<file path="config.mk">
export PLATFORM = sky130hd
export DESIGN_NAME = clk_div
export DESIGN_NICKNAME = d
export VERILOG_FILES = /design/src/rtl/clk_div.sv
export SDC_FILE = /design/constraint.sdc
export NUM_CORES = 1
export LEC_CHECK = 0
export CAP_MARGIN = 20
export CELL_PAD_IN_SITES_DETAIL_PLACEMENT = 0
export CELL_PAD_IN_SITES_GLOBAL_PLACEMENT = 1
export CORE_UTILIZATION = 48
export DETAILED_ROUTE_END_ITERATION = 10
export PLACE_DENSITY = 0.91
export SYNTH_ARGS = -nofsm -noshare
export SYNTH_HDL_FRONTEND = slang
export SYNTH_SLANG_ARGS = --single-unit
</file>
<file path="constraint.sdc">
create_clock -name clk -period 2.85 [get_ports clk]
set_input_delay 0.57 -clock clk [delete_from_list [all_inputs] [get_ports clk]]
set_output_delay 0.57 -clock clk [all_outputs]
set_load 0.1 [all_outputs]
</file>
<file path="src/rtl/clk_div.sv">
// Parameterised clock divider: produces a 50 % duty-cycle sck from clk plus
// registered single-cycle rise/fall strobes in the clk domain.
module clk_div #(
  parameter int unsigned HALF_PERIOD = 13_500_000
) (
  input  logic clk,
  input  logic rst,
  output logic sck,
  output logic sck_rise,
  output logic sck_fall
);

  // One bit minimum so HALF_PERIOD = 1 still has a legal counter.
  localparam int unsigned    CNT_W   = (HALF_PERIOD > 1) ? $clog2(HALF_PERIOD) : 1;
  localparam logic [CNT_W-1:0] CNT_MAX = CNT_W'(HALF_PERIOD - 1);

  if (HALF_PERIOD < 1) begin : g_bad_half_period
    $error("clk_div: HALF_PERIOD must be >= 1");
  end

  logic [CNT_W-1:0] cnt_q, cnt_d;
  logic             sck_q, sck_d;
  logic             rise_q, rise_d;
  logic             fall_q, fall_d;
  logic             wrap;

  // Wrap is an explicit compare so non-power-of-2 periods never overflow.
  // NOTE: every always_comb output gets a value on every path (here via the
  // unconditional assignments), otherwise synthesis infers a latch.
  always_comb begin
    wrap   = (cnt_q == CNT_MAX);
    cnt_d  = wrap ? '0 : cnt_q + CNT_W'(1);
    sck_d  = wrap ? ~sck_q : sck_q;
    rise_d = wrap & ~sck_q;
    fall_d = wrap &  sck_q;
  end

  // NOTE: sequential state uses non-blocking assignments so all flops update
  // together from pre-edge values, independent of statement order.
  always_ff @(posedge clk) begin
    if (rst) begin
      cnt_q  <= '0;
      sck_q  <= 1'b0;
      rise_q <= 1'b0;
      fall_q <= 1'b0;
    end else begin
      cnt_q  <= cnt_d;
      sck_q  <= sck_d;
      rise_q <= rise_d;
      fall_q <= fall_d;
    end
  end

  assign sck      = sck_q;
  assign sck_rise = rise_q;
  assign sck_fall = fall_q;

endmodule

</file>
==> out/qor.csv <==
stage;metric;value;unit
cts;number of buffers added by the clock tree synthesis step;3;
sta;post-layout min period;1.857;ns
yosys;largest area contributor in the netlist;sky130_fd_sc_hd__dfxtp_1;
setup_path;setup slack of the worst register-to-register path;0.99;ns
detailed_routing;Avg Vias per Cell;5.766;
sta;Hold Fails Final Rpt;0;
run;number of violations of the max-capacitance limit;0;
cells_and_area;fraction of layout instances using a drive strength above 1;0.08392;
die;Floorplan Core Area;0.002318;mm²
yosys;area share of the largest cell type after synthesis;0.4404;
setup_path;data arrival at the endpoint of the critical path;2.13;ns
setup_path;data required time of the critical path;3.12;ns
cts;Max clock buf depth;2;
cts;number of sinks on the clock net;27;
place;post-detailed-placement half-perimeter wirelength;1.627;mm
sta;Relative slew margins;0.7910;
status;result of the run;completed;
yosys;Ys Warns;0;
setup_path;top fanout value on the critical path;8;
setup_path;category of the worst setup path capture point;flip-flop;
power_and_ir_drop;worst ir drop on vdd;312.4;µV
cts;clock input transition at the sequential cells of the worst setup and hold paths;0.15;ns
hold_path;Hold Path Cell Cnt;1;
grt;Overall Global Routing Usage;0.2018;
grt;global-route wire length before repair;4.098;mm
detailed_routing;Remaining DRCs;0;
cells_and_area;synth-to-layout area growth;5.913;%
yosys;flip-flop and latch count after synthesis;27;
grt;sum of overflow across all layers after global routing;0;
cells_and_area;count of nets after finishing;147;
hold_path;hold crit path type;reg2reg;
detailed_routing;Initial DRT Pass Iterations;5;
sta;slew of the pin with the lowest slew margin;0.3107;ns
sta;RSZ-0062 raised after global routing;false;
grt;antenna violations before repair;0;
cts;H-Tree Level Count;1;
setup_path;reg2reg start;cnt_q[0];
yosys;Synth area leaders;sky130_fd_sc_hd__dfxtp_1 44%, sky130_fd_sc_hd__nor2_1 5.2%, sky130_fd_sc_hd__xor2_1 5.0%;
sta;final worst path period share;0.6514;
yosys;Unique masters post-synth;34;
setup_path;RR Endpoint;cnt_q[22];
yosys;net count of the mapped netlist;142;
cells_and_area;antenna fix cells;0;
sta;Total Neg Setup Slack;0;ns
die;Die H;52.57;µm
cts;insertion delay of the later-clocked pin in the worst-skew pair;0.33;ns
yosys;cell area after synthesis;0.001227;mm²
die;Initial Utilization;0.5294;
die;die footprint;0.002764;mm²
sta;WHS;0.4926;ns
power_and_ir_drop;Sw Share;0.2216;
setup_path;critical path type;reg2reg;
detailed_routing;drt total wl;2.275;mm
place;IO Port Bufs;4;
setup_path;startpoint types;flip-flop;
cts;root cell of the clock tree;sky130_fd_sc_hd__clkbuf_4;
power_and_ir_drop;clock network fraction of design power;0.295;
die;width of the chip;52.57;µm
sta;number of pins exceeding their max-slew limit in the final report;0;
grt;largest net degree at the start of global routing;15;
hold_path;worst hold start;cnt_q[0];
sta;final setup vio count;0;
grt;vias in the first global route;947;
power_and_ir_drop;combinational share of power;0.029;
power_and_ir_drop;Internal Power;0.4430;mW
detailed_routing;via count;986;
detailed_routing;number of violations reported at the end of detailed-routing iteration 0;12;
yosys;sequential-to-total area share from yosys stat;0.4404;
power_and_ir_drop;Sequential Power Share;0.677;
setup_path;cell count of the worst reg-to-reg path;5;
cts;TritonCTS clock tree;done;
power_and_ir_drop;P_sw;0.1261;mW
setup_path;Worst setup startpoint;cnt_q[0];
yosys;gate count after technology mapping;139;
die;num ports;5;
detailed_routing;wire length per cell;13.30;µm
cts;cts repair resizes;0;
cts;Setup Buffers After CTS;0;
power_and_ir_drop;power per unit of standard cell area;437.7;mW/mm²
yosys;synthesized area divided by synthesized cell count;8.830;µm²
power_and_ir_drop;leakage power figure;0.4346;nW
cts;# hold bufs at CTS;0;
sta;clock tree skew after final layout;0.006503;ns
detailed_routing;number of nets with antenna violations after detailed routing;0;
place;placer's final routability congestion estimate;0.8353;
sta;Highest Clock Rate;538.6;MHz
die;number of placement rows;17;
hold_path;endpoint of the worst hold-timing path;cnt_q[0];
## final cells by class
cell class | count | area (µm²)
Timing Repair Buffer | 6 | 47.55
Clock buffer | 4 | 26.28
Multi-Input combinational cell | 103 | 639.4
Tap cell | 28 | 35.03
Fill cell | 230 | 1018
Sequential cell | 27 | 540.5
Inverter | 3 | 11.26
## critical path, stage by stage, from the launching register on
cell and delay (ns):
sky130_fd_sc_hd__dfxtp_1 0.41, sky130_fd_sc_hd__ha_1 0.22, sky130_fd_sc_hd__and4_1 0.34, sky130_fd_sc_hd__nand4_1 0.28
sky130_fd_sc_hd__or3_1 0.42, sky130_fd_sc_hd__a21oi_1 0.14
## worst max path at each step
stage                           end  slack, ns  depth (start not counted)
final                     cnt_q[22]       0.99                          5
after global routing      cnt_q[18]       0.80                          5
after CTS                 cnt_q[22]       0.96                          5
after detailed placement  cnt_q[22]       0.98                          5
after global placement    cnt_q[20]       1.08                          5
after floorplan           cnt_q[18]       1.14                          6
## routing by layer
metal | global-route usage | vias to the layer above | wire, µm
met4 | 0.05263 | 0 | 17
met5 | 0 | - | 0
met1 | 0.2478 | 460 | 1109
met3 | 0.06087 | 2 | 58
li1 | - | 513 | -
met2 | 0.3397 | 11 | 1089
## kinds of logic (layout without fill, tap and decap cells)
group / count (synthesis) / count (layout) / share of synthesized area
DFF: 27 / 27 / 0.4404
buffers and inverters: 9 / 13 / 0.03874
adders and majority gates: 1 / 1 / 0.01019
and+or+nand+nor: 68 / 68 / 0.3221
xor gates and xnor gates: 13 / 13 / 0.09276
AOI/OAI and AO/OA: 21 / 21 / 0.09583
## cell usage in the layout, fill, tap and decap left out, types with 2 or more instances in the layout
cell type                  count
sky130_fd_sc_hd__nand4_2       2
sky130_fd_sc_hd__and4_1        2
sky130_fd_sc_hd__xor2_1        7
sky130_fd_sc_hd__or3_1         6
sky130_fd_sc_hd__o21ai_0       6
sky130_fd_sc_hd__buf_4         5
sky130_fd_sc_hd__nand3_1       8
sky130_fd_sc_hd__or4_1         2
sky130_fd_sc_hd__nand4_1       7
sky130_fd_sc_hd__or4b_1        2
sky130_fd_sc_hd__nor2_1       17
sky130_fd_sc_hd__nand2_1       6
sky130_fd_sc_hd__nor3_1        3
sky130_fd_sc_hd__inv_1         3
sky130_fd_sc_hd__and3_1        4
sky130_fd_sc_hd__nor4_1        2
sky130_fd_sc_hd__dfxtp_1      27
sky130_fd_sc_hd__o31ai_1       2
sky130_fd_sc_hd__xnor2_1       6
sky130_fd_sc_hd__clkbuf_4      3
sky130_fd_sc_hd__a21oi_1      10
## per-stage QoR
| step | util | instances | area, µm² | power, mW | setup WS [ns] |
|---|---|---|---|---|---|
| after floorplan | - | 139 | 1227 | 0.4042 | 1.137 |
| after global routing | 0.5607 | 171 | 1300 | 0.5932 | 0.7956 |
| after detailed placement | 0.5494 | 167 | 1274 | 0.4101 | 0.9811 |
| after CTS | 0.5607 | 171 | 1300 | 0.5745 | 0.9645 |
| after global placement | 0.5494 | 167 | 1274 | 0.4091 | 1.082 |
| final | 0.5607 | 171 | 1300 | 0.5691 | 0.9935 |
## state kept, by name (all words and copies together) (netlist names)
register	flops
cnt_q	24
sck	1
sck_fall	1
sck_rise	1
## synthesized netlist by cell type, drive strengths merged
library cell and number:
o22ai 1, o21bai 1, or4b 2, inv 3, nor4 2, xnor2 6
a21oi 10, ha 1, nor3 3, xor2 7, o21ai 6, dfxtp 27
and4 2, clkbuf 2, nor4bb 1, nand2b 1, or3 7, and2 1
buf 4, and4b 1, nor2 17, o31ai 2, nand2 6, and3 4
nand4 9, or2 1, o41ai 1, nand3 8, or4 2, nor3b 1
## power by group through the flow
stage,registers (mW),clock network [mW],logic [mW]
finish,0.385,0.168,0.0162
global placement,0.393,0,0.0159
detailed placement,0.394,0,0.0166
CTS,0.385,0.172,0.0166
global route,0.387,0.189,0.0180
floorplan,0.393,0,0.0115
Note: power is estimated with default switching activity, not from simulation.
